### src/rtl/mmio_pkg.sv
// Shared MMIO address map, UART RX STATUS bit layout and receive FSM state encoding.
// The UART_RX_PARITY_EN build option is consumed by uart_rx_mmio, not here.
package mmio_pkg;

  localparam logic [31:0] TX_ADDR     = 32'h2000_0000;
  localparam logic [31:0] RXDATA_ADDR = 32'h2000_0004;
  localparam logic [31:0] STATUS_ADDR = 32'h2000_0008;

  localparam int ST_NONEMPTY  = 0;
  localparam int ST_FULL      = 1;
  localparam int ST_OVERRUN   = 2;
  localparam int ST_FRAME     = 3;
  localparam int ST_PARITY    = 4;
  localparam int ST_COUNT_LSB = 8;

  localparam logic [2:0] S_IDLE   = 3'd0;
  localparam logic [2:0] S_START  = 3'd1;
  localparam logic [2:0] S_DATA   = 3'd2;
  localparam logic [2:0] S_PARITY = 3'd3;
  localparam logic [2:0] S_STOP   = 3'd4;

  typedef enum logic [2:0] {
    RX_IDLE   = S_IDLE,
    RX_START  = S_START,
    RX_DATA   = S_DATA,
    RX_PARITY = S_PARITY,
    RX_STOP   = S_STOP
  } rx_state_e;

endpackage

### src/rtl/uart_rx_fifo.sv
// Synchronous byte FIFO with first-word-fall-through read data, full/empty and occupancy count.
// A push into a full FIFO is accepted only when a pop happens on the same edge.
module uart_rx_fifo #(
  parameter int DEPTH = 8
) (
  input  logic                     clk,
  input  logic                     rst_n,
  input  logic                     push_i,
  input  logic                     pop_i,
  input  logic [7:0]               wdata_i,
  output logic [7:0]               rdata_o,
  output logic                     full_o,
  output logic                     empty_o,
  output logic [$clog2(DEPTH):0]   count_o
);

  localparam int AW = $clog2(DEPTH);
  localparam logic [AW:0] FULL_CNT = (AW+1)'(DEPTH);

  logic [7:0]    mem_q [DEPTH];
  logic [7:0]    mem_d [DEPTH];
  logic [AW-1:0] wr_ptr_q, wr_ptr_d;
  logic [AW-1:0] rd_ptr_q, rd_ptr_d;
  logic [AW:0]   count_q, count_d;
  logic          do_push, do_pop;

  assign full_o  = (count_q == FULL_CNT);
  assign empty_o = (count_q == '0);
  assign count_o = count_q;
  assign rdata_o = mem_q[rd_ptr_q];

  assign do_pop  = pop_i && !empty_o;
  assign do_push = push_i && (!full_o || do_pop);

  always_comb begin
    mem_d    = mem_q;
    wr_ptr_d = wr_ptr_q;
    rd_ptr_d = rd_ptr_q;
    count_d  = count_q;
    if (do_push) begin
      mem_d[wr_ptr_q] = wdata_i;
      wr_ptr_d        = wr_ptr_q + AW'(1);
    end
    if (do_pop) begin
      rd_ptr_d = rd_ptr_q + AW'(1);
    end
    if (do_push && !do_pop) begin
      count_d = count_q + (AW+1)'(1);
    end else if (do_pop && !do_push) begin
      count_d = count_q - (AW+1)'(1);
    end
  end

  always_ff @(posedge clk) begin
    if (!rst_n) begin
      mem_q    <= '{default: '0};
      wr_ptr_q <= '0;
      rd_ptr_q <= '0;
      count_q  <= '0;
    end else begin
      mem_q    <= mem_d;
      wr_ptr_q <= wr_ptr_d;
      rd_ptr_q <= rd_ptr_d;
      count_q  <= count_d;
    end
  end

endmodule

### src/rtl/uart_rx_mmio.sv
// Memory-mapped UART receiver: 8N1 deserialiser into a byte FIFO with RXDATA/STATUS registers.
// Define UART_RX_PARITY_EN for 8E1 framing with a parity check and sticky parity_err flag.
//
// state    | meaning
// IDLE     | line idle, waiting for a synchronised falling edge
// START    | counting to mid start bit; a high sample there is a false start
// DATA     | sampling 8 data bits LSB first, one per bit period
// PARITY   | sampling the even-parity bit (parity build only)
// STOP     | sampling the stop bit, then push or flag an error
module uart_rx_mmio
  import mmio_pkg::*;
#(
  parameter int CLKS_PER_BIT = 16,
  parameter int FIFO_DEPTH   = 8
) (
  input  logic        clk,
  input  logic        rst_n,
  input  logic        rx,
  input  logic        mem_read,
  input  logic [31:0] alu_result,
  output logic [31:0] rd_data,
  output logic        rd_hit,
  output logic        rx_irq
);

  localparam int CW = $clog2(CLKS_PER_BIT);
  localparam int AW = $clog2(FIFO_DEPTH);
  localparam logic [CW-1:0] HALF_LOAD = CW'(CLKS_PER_BIT/2 - 1);
  localparam logic [CW-1:0] FULL_LOAD = CW'(CLKS_PER_BIT - 1);

  logic [1:0]    sync_q, sync_d;
  logic          line_prev_q, line_prev_d;
  rx_state_e     state_q, state_d;
  logic [CW-1:0] cnt_q, cnt_d;
  logic [2:0]    bit_q, bit_d;
  logic [7:0]    shift_q, shift_d;
  logic          overrun_q, overrun_d;
  logic          frame_q, frame_d;
  logic [31:0]   rd_data_q, rd_data_d;
  logic          rd_hit_q, rd_hit_d;
`ifdef UART_RX_PARITY_EN
  logic          par_bad_q, par_bad_d;
  logic          par_err_q, par_err_d;
`endif

  logic          line, cnt_zero;
  logic          push, pop, hit_rx, hit_st;
  logic          ev_over, ev_frame, ev_par;
  logic [7:0]    fifo_rdata;
  logic          fifo_full, fifo_empty;
  logic [AW:0]   fifo_count;
  logic [31:0]   status_word;
  logic          unused_addr_bits;

  assign unused_addr_bits = ^alu_result[1:0];

  assign line     = sync_q[1];
  assign cnt_zero = (cnt_q == '0);
  assign hit_rx   = mem_read && (alu_result[31:2] == RXDATA_ADDR[31:2]);
  assign hit_st   = mem_read && (alu_result[31:2] == STATUS_ADDR[31:2]);
  assign pop      = hit_rx && !fifo_empty;

  uart_rx_fifo #(.DEPTH(FIFO_DEPTH)) u_fifo (
    .clk     (clk),
    .rst_n   (rst_n),
    .push_i  (push),
    .pop_i   (pop),
    .wdata_i (shift_q),
    .rdata_o (fifo_rdata),
    .full_o  (fifo_full),
    .empty_o (fifo_empty),
    .count_o (fifo_count)
  );

  always_comb begin
    sync_d      = {sync_q[0], rx};
    line_prev_d = line;
    state_d     = state_q;
    cnt_d       = cnt_q;
    bit_d       = bit_q;
    shift_d     = shift_q;
    push        = 1'b0;
    ev_over     = 1'b0;
    ev_frame    = 1'b0;
    ev_par      = 1'b0;
`ifdef UART_RX_PARITY_EN
    par_bad_d   = par_bad_q;
`endif
    case (state_q)
      RX_IDLE: begin
        // Edge-triggered start keeps a held-low line from re-arming after a break.
        if (line_prev_q && !line) begin
          state_d = RX_START;
          cnt_d   = HALF_LOAD;
        end
      end
      RX_START: begin
        if (!cnt_zero) begin
          cnt_d = cnt_q - CW'(1);
        end else if (!line) begin
          state_d = RX_DATA;
          cnt_d   = FULL_LOAD;
          bit_d   = 3'd0;
        end else begin
          state_d = RX_IDLE;
        end
      end
      RX_DATA: begin
        if (!cnt_zero) begin
          cnt_d = cnt_q - CW'(1);
        end else begin
          shift_d = {line, shift_q[7:1]};
          cnt_d   = FULL_LOAD;
          bit_d   = bit_q + 3'd1;
          if (bit_q == 3'd7) begin
`ifdef UART_RX_PARITY_EN
            state_d = RX_PARITY;
`else
            state_d = RX_STOP;
`endif
          end
        end
      end
`ifdef UART_RX_PARITY_EN
      RX_PARITY: begin
        if (!cnt_zero) begin
          cnt_d = cnt_q - CW'(1);
        end else begin
          par_bad_d = line ^ (^shift_q);
          cnt_d     = FULL_LOAD;
          state_d   = RX_STOP;
        end
      end
`endif
      RX_STOP: begin
        if (!cnt_zero) begin
          cnt_d = cnt_q - CW'(1);
        end else begin
          state_d = RX_IDLE;
          if (!line) begin
            ev_frame = 1'b1;
`ifdef UART_RX_PARITY_EN
          end else if (par_bad_q) begin
            ev_par = 1'b1;
`endif
          end else if (fifo_full && !pop) begin
            ev_over = 1'b1;
          end else begin
            push = 1'b1;
          end
        end
      end
      default: state_d = RX_IDLE;
    endcase
  end

  always_comb begin
    status_word                          = '0;
    status_word[ST_NONEMPTY]             = !fifo_empty;
    status_word[ST_FULL]                 = fifo_full;
    status_word[ST_OVERRUN]              = overrun_q;
    status_word[ST_FRAME]                = frame_q;
`ifdef UART_RX_PARITY_EN
    status_word[ST_PARITY]               = par_err_q;
`endif
    status_word[ST_COUNT_LSB +: 8]       = 8'(fifo_count);

    rd_data_d = rd_data_q;
    rd_hit_d  = 1'b0;
    if (hit_rx) begin
      rd_hit_d  = 1'b1;
      rd_data_d = fifo_empty ? 32'h0 : {24'h0, fifo_rdata};
    end else if (hit_st) begin
      rd_hit_d  = 1'b1;
      rd_data_d = status_word;
    end

    // A new error event on the clearing edge wins over the clear.
    overrun_d = (overrun_q && !hit_st) || ev_over;
    frame_d   = (frame_q && !hit_st) || ev_frame;
`ifdef UART_RX_PARITY_EN
    par_err_d = (par_err_q && !hit_st) || ev_par;
`endif
  end

  always_ff @(posedge clk) begin
    if (!rst_n) begin
      sync_q      <= 2'b11;
      line_prev_q <= 1'b1;
      state_q     <= RX_IDLE;
      cnt_q       <= '0;
      bit_q       <= '0;
      shift_q     <= '0;
      overrun_q   <= 1'b0;
      frame_q     <= 1'b0;
      rd_data_q   <= '0;
      rd_hit_q    <= 1'b0;
`ifdef UART_RX_PARITY_EN
      par_bad_q   <= 1'b0;
      par_err_q   <= 1'b0;
`endif
    end else begin
      sync_q      <= sync_d;
      line_prev_q <= line_prev_d;
      state_q     <= state_d;
      cnt_q       <= cnt_d;
      bit_q       <= bit_d;
      shift_q     <= shift_d;
      overrun_q   <= overrun_d;
      frame_q     <= frame_d;
      rd_data_q   <= rd_data_d;
      rd_hit_q    <= rd_hit_d;
`ifdef UART_RX_PARITY_EN
      par_bad_q   <= par_bad_d;
      par_err_q   <= par_err_d;
`endif
    end
  end

  assign rd_data = rd_data_q;
  assign rd_hit  = rd_hit_q;
  assign rx_irq  = !fifo_empty;

endmodule

### config.mk
export PLATFORM = sky130hd
export DESIGN_NAME = uart_rx_mmio
export DESIGN_NICKNAME = d
export VERILOG_FILES = /design/src/rtl/mmio_pkg.sv /design/src/rtl/uart_rx_fifo.sv /design/src/rtl/uart_rx_mmio.sv
export SDC_FILE = /design/constraint.sdc
export NUM_CORES = 1
export LEC_CHECK = 0
export CORE_UTILIZATION = 60
export CTS_CLUSTER_DIAMETER = 120
export DETAILED_ROUTE_END_ITERATION = 10
export PLACE_DENSITY = 0.86
export SLEW_MARGIN = 20
export SYNTH_ARGS = -nofsm -noshare
export SYNTH_HDL_FRONTEND = slang
export SYNTH_SLANG_ARGS = --single-unit
### constraint.sdc
create_clock -name clk -period 4.8 [get_ports clk]
set_clock_uncertainty 0.2 [all_clocks]
set_input_delay 0.96 -clock clk [delete_from_list [all_inputs] [get_ports clk]]
set_output_delay 0.96 -clock clk [all_outputs]
set_load 0.1 [all_outputs]
==> run_results.csv <==
group,metric,value,unit
outcome,status,"finished clean",
cells_and_area,area_growth,10.6,%
setup_path,ff2ff_setup_slack,1.49,ns
drt,drc,0,
drt,vias_per_cell,5.89,
cells_and_area,final_area,0.00594,sq mm
run,maxCapViolCount,0,
synthesis,synth_cell_types,55,
clock_network,cts.repair.resized,0,
drt,dr.pass1.iters,4,
setup_path,worstReg2RegStart,"cnt_q[0]",
global_route,grt_usage,25.5,%
drt,drt-wirelength-per-cell,16.5,microns
timing,max_freq,259,MHz
synthesis,syn_area_per_cell,9.72,sq um
clock_network,insertion_delay,0.38,ns
setup_path,worstPathRequired,4.90,ns
clock_network,cts_sinks,110,
synthesis,ys_warn_count,0,
setup_path,crit_chain,"clkdlybuf4s50_1 > nor2b_1 > buf_4 > nand2_1 > nor3_2 > buf_4 > inv_1 > ha_1 > inv_1 > ha_1 > a21o_1 > a21oi_1 > xnor2_1 > or3_1 > a21oi_1",
cells_and_area,nNetsFinal,622,
floorplan,core,0.00868,sq mm
min_path,hold_start,"sync_q[0]",
timing,fin_tns_setup,0,ns
timing,fin_crit_sh,80.6,%
power_and_ir_drop,clkPwrFrac,34.5,%
cells_and_area,final_util,68.5,%
setup_path,r2r_end,"u_fifo.count_o[3]",
timing,hold_viol_final,0,
drt,met2WireLength,5700,microns
setup_path,cpMaxStageDelayCell,"clkdlybuf4s50_1",
timing,fin_crit,3.87,ns
timing,maxSlewHeadroom,31.4,%
power_and_ir_drop,switchingPower,429,uW
clock_network,clk_pin_slew,0.10,ns
global_route,antenna_found_initial,0,
timing,worst_pin_slew,1.03,ns
setup_path,cp-start-kind,"input port",
timing,rsz0062_at_grt,"no",
placement,io_buffer_count,47,
drt,drt_wl_total,11400,microns
drt,drt_iter0_drc,201,
clock_network,cts_tree,"yes",
drt,routed-wl-met3,685,microns
clock_network,htree_num_levels,3,
drt,ant_nets,0,
clock_network,cts_buffers,9,
clock_network,root_buffer,"clkbuf_8",
cells_and_area,layout_commonest_cell,"dfxtp_1",
cells_and_area,n_antenna_cell,0,
floorplan,dieArea,0.00934,sq mm
setup_path,rr_worst_depth,13,
global_route,grt_pass1_vias,4082,
setup_path,crit_type,"in -> reg",
power_and_ir_drop,leakage,0.00247,uW
synthesis,syn-cell-area,0.00537,sq mm
timing,finalMaxSlewViolations,0,
power_and_ir_drop,p_int,1210,uW
floorplan,initial_core_util,61.9,%
setup_path,cp-end-kind,"register",
drt,highest_layer,"met4",
power_and_ir_drop,power.total,1640,uW
min_path,hp-class,"reg -> reg",
setup_path,max_stage_delay,0.66,ns
synthesis,ys_ff_latch,110,
floorplan,ios,70,
min_path,min_to,"sync_q[1]",
floorplan,fp-row-count,34,
clock_network,post_cts_buffers,0,
global_route,gr-total-overflow,0,
synthesis,ys.flop_type,"dfxtp_1",
setup_path,crit_arrival,3.96,ns
synthesis,postSynth.asyncResetShare,0,%
drt,vias,4067,
placement,gp_congestion,0.850,
clock_network,cts_hold_buf,0,
power_and_ir_drop,switching_share,26.2,%
clock_network,clock_path_buffers,2,
synthesis,synth_edf_count,0,
synthesis,synthCells,553,
floorplan,dieHeight,96.6,microns
cells_and_area,final_cell_mix,"dfxtp_1, nand2_1, mux2i_1, clkdlybuf4s50_1, a21oi_1",
cells_and_area,fillers,658,
global_route,grt_max_degree,53,
setup_path,critical_path.max_fanout,12,
timing,hold_ws,0.223,ns
synthesis,seq_area_frac_synth,41.0,%
global_route,grt_pass1_wl,19000,microns
drt,m1WireLength,4670,microns
setup_path,critPathTopFamily,"buffers and inverters",
timing,setup_viol_count_final,0,
power_and_ir_drop,peakVddDrop,0.179,mV
setup_path,path_buf_inv,5,
power_and_ir_drop,p_comb_share,9.3,%
floorplan,dieWidth,96.6,microns
min_path,holdPathStages,1,
placement,placed_area,0.00574,sq mm
placement,place_hpwl,7750,microns
power_and_ir_drop,sequentialPowerShare,56.2,%
power_and_ir_drop,p_per_area,276,mW/mm^2
cells_and_area,drive_gt1_share,10.3,%
[power groups by stage]
stage                     logic, uW  clock network [uW]  registers [uW]
after CTS                       151                 571             921
after global placement          147                   0             942
after detailed placement        150                   0             942
after floorplan                 127                   0             940
after global routing            160                 609             923
final                           152                 566             921
[worst max path at each step]
stage | from | end | slack [ns] | cells after the start
2_1_floorplan | alu_result[24] | u_fifo.count_o[3] | 1.18 | 14
3_3_place_gp | alu_result[2] | u_fifo.count_o[3] | 0.66 | 15
3_5_place_dp | alu_result[2] | u_fifo.count_o[3] | 0.59 | 15
4_1_cts | alu_result[2] | u_fifo.count_o[3] | 0.97 | 15
5_1_grt | alu_result[24] | u_fifo.count_o[3] | 0.64 | 14
6_report | alu_result[2] | u_fifo.count_o[3] | 0.93 | 15
[final cells by class]
class / instances / area (sq um) / area share [%]
multi-input combinational: 398 / 2880 / 48.5
sequential: 110 / 2200 / 37.1
timing repair buffer: 51 / 495 / 8.34
clock buffer: 11 / 141 / 2.38
tap: 108 / 135 / 2.27
clock inverter: 5 / 58.8 / 0.989
inverter: 7 / 26.3 / 0.442
[stage by stage]
stage / std cells / setup slack [ns]
after global routing: 690 / 0.643
after floorplan: 572 / 1.18
after detailed placement: 674 / 0.587
after CTS: 690 / 0.965
final: 690 / 0.933
after global placement: 674 / 0.662
[cell usage after synthesis (all sizes together), types with 5 or more instances]
| master | instances | area (sq um) |
|---|---|---|
| nand2 | 104 | 390 |
| mux2i | 73 | 731 |
| nor2b | 6 | 37.5 |
| o21ai | 17 | 85.1 |
| inv | 7 | 26.3 |
| mux2 | 5 | 56.3 |
| mux4 | 16 | 360 |
| nor2 | 19 | 71.3 |
| ha | 8 | 100 |
| buf | 36 | 259 |
| nor3 | 12 | 76.3 |
| clkbuf | 21 | 78.8 |
| nand3 | 11 | 65.1 |
| a31oi | 5 | 31.3 |
| dfxtp | 110 | 2200 |
| nand2b | 12 | 75.1 |
| a21oi | 24 | 120 |
| xnor2 | 5 | 43.8 |
| nor4 | 8 | 62.6 |
[per-layer routing]
| layer | global-route usage [%] | vias up |
|---|---|---|
| met4 | 11.8 | 0 |
| met3 | 5.71 | 28 |
| met5 | 0 | - |
| li1 | - | 1964 |
| met1 | 29.5 | 1923 |
| met2 | 44.6 | 152 |
[kinds of logic (layout without fill, tap and decap cells)]
| group | after synthesis | count (layout) | share of synthesized area [%] |
|---|---|---|---|
| adder cells (fa/ha/maj) | 9 | 9 | 2.24 |
| AND/OR/NAND/NOR | 195 | 195 | 18.3 |
| AO/OA/AOI/OAI | 74 | 74 | 9.34 |
| flip-flops | 110 | 110 | 41.0 |
| other | 1 | 20 | 0.0698 |
| XOR/XNOR | 6 | 6 | 0.978 |
| multiplexers | 94 | 94 | 21.4 |
| buffers and inverters | 64 | 74 | 6.78 |
[state kept, by name, indices dropped and copies added (netlist names)]
name,cells
bit_q,3
cnt_q,4
frame_q,1
line_prev_q,1
overrun_q,1
rd_data,12
rd_hit,1
shift_q,8
state_q,3
sync_q,2
u_fifo.count_o,4
u_fifo.mem_q,64
u_fifo.rd_ptr_q,3
u_fifo.wr_ptr_q,3
[worst register-to-register path: cells and delay by family (launching register included)]
family                     cells  cell delay, ns
buffers and inverters          2            0.16
AOI/OAI and AO/OA              4            0.71
adders and majority gates      3            0.70
DFF                            1            0.36
and+or+nand+nor                3            1.04
xor gates and xnor gates       1            0.09
No activity file was read; power rests on OpenSTA's default activity.
==> patch (config.mk and constraints unchanged) <==
The option `UART_RX_PARITY_EN` is turned on by a define.
--- a/src/rtl/uart_rx_mmio.sv
+++ b/src/rtl/uart_rx_mmio.sv
@@ -7,6 +7,8 @@
 // DATA     | sampling 8 data bits LSB first, one per bit period
 // PARITY   | sampling the even-parity bit (parity build only)
 // STOP     | sampling the stop bit, then push or flag an error
+`define UART_RX_PARITY_EN
+
 module uart_rx_mmio
   import mmio_pkg::*;
 #(
Function: same outputs for any inputs over 10 cycles, from zero or initial values and one cycle with rst_n low; that may be too few to reach the edited logic, so the function may still have changed.
==> patch against the unedited design <==
Register-to-register slack got worse by 0.21 ns; maximum frequency shrank 1.4%; wire length increased by 2.6%; area after synthesis up 1.3%; sequential power grew 2%; sequential cell count increased by 2; count of clock-buffer cells in the layout is 2 lower; design area increased by 2.1%; global-route usage hardly changed; worst setup slack got worse by 0.054 ns; die area grew 1.3%; core utilization rose by 0.78 points; total power is 1.1% higher; critical path type unchanged; critical endpoint unchanged.
==> patch: results <==
set metrics [dict create \
    drive_gt1_frac 0.09866 \
    placed_cell_area_sq_mm 0.005858 \
    hold_class "reg2reg" \
    synthTopCellsByArea "dfxtp_1, mux2i_1, nand2_1, mux4_2, buf_4" \
    slew_violations 0 \
    crit_slowest_cell "o31a_1" \
    critPathMaxFanout 6 \
    gp_congestion 0.8478 \
    wl_met2_um 5646 \
    ys_seq_area_frac 0.4119 \
    wl_per_cell_um 16.53 \
    grt_pass1_vias 4142 \
    dp_hpwl_um 8136 \
    p_leak_nw 2.523 \
    synthMuxAreaShare 0.2089 \
    synth_xor_xnor_area_share 0.02344 \
    p_per_area_mw_per_mm2 273.1 \
    clockPowerShare 0.343 \
    dr.pass1.iters 5 \
    synth_common_cells "dfxtp_1, nand2_1, mux2i_1" \
    outcome "finished clean" \
    via_count 4205 \
    track_usage 0.2550 \
    crit_family "simple AND/OR/NAND/NOR gates" \
    layout.nets 638 \
    grt_max_degree 57 \
    cts_made_buffers 9 \
    port_buffers 47 \
    regToRegStartpoint "cnt_q[0]$_SDFFE_PN0P_" \
    combPwrFrac 0.090 \
    m1WireLength_um 4891 \
    required_ns 4.90 \
    htreeDepth 3 \
    insertedDiodeCount 0 \
    placed_cells 690 \
    wl_um 11670 \
    use_met2 0.4263 \
    use_met1 0.3175 \
    postSynthCellCount 562 \
    slew_headroom 0.3029 \
    yosysUniqueCellTypes 55 \
    top_layer "met4" \
    yosys_warnings 0 \
    slowest_delay_ns 0.46 \
    grt_pass1_wl_um 19370 \
    use_met3 0.06763 \
    critPathLaunch "alu_result[12]" \
    largest_reg_flops 64 \
    synthAdderAreaFrac 0.02206 \
    clockRootBuffer "clkbuf_8" \
    switching_power_mw 0.4725 \
    irDropWorstVdd_mv 0.2735 \
    clk_path_buf_depth 2 \
    wl_met3_um 856 \
    dp_worst_setup_slack_ns 0.4926 \
    synth-compound-area-share 0.09837 \
    cts_setup_buffers 0 \
    drt_iter0_drc 186 \
]
patch: cell count changes after synthesis, sizes merged, moves of 3 or more:
cell,change
a32o,+5
o21ai,-4
a31oi,-3
nor2,+8
o32a,-4
nand4b,-4
buf,-7
clkbuf,+3
nand3,-4
a22o,+4
or4,+3
xnor2,+5
patch: final cells by class:
type | instances | area, sq um
clock buffers | 9 | 123.9
clock inverters | 7 | 88.84
fillers | 677 | 2693
inverters | 9 | 33.78
multi-input cells | 407 | 2929
flip-flops and latches | 112 | 2242
well taps | 108 | 135.1
repair buffers | 54 | 518.0
patch: path summary, 6_finish.rpt:
check                           slack (ns)                              to  cells past startpoint
worst max-delay path                  0.88  u_fifo.count_o[3]$_SDFFE_PN0P_                     13
worst min-delay path                  0.22            sync_q[1]$_SDFF_PN1_                      1
worst max register to register        1.28  u_fifo.count_o[3]$_SDFFE_PN0P_                     13
worst min register to register        0.22            sync_q[1]$_SDFF_PN1_                      1
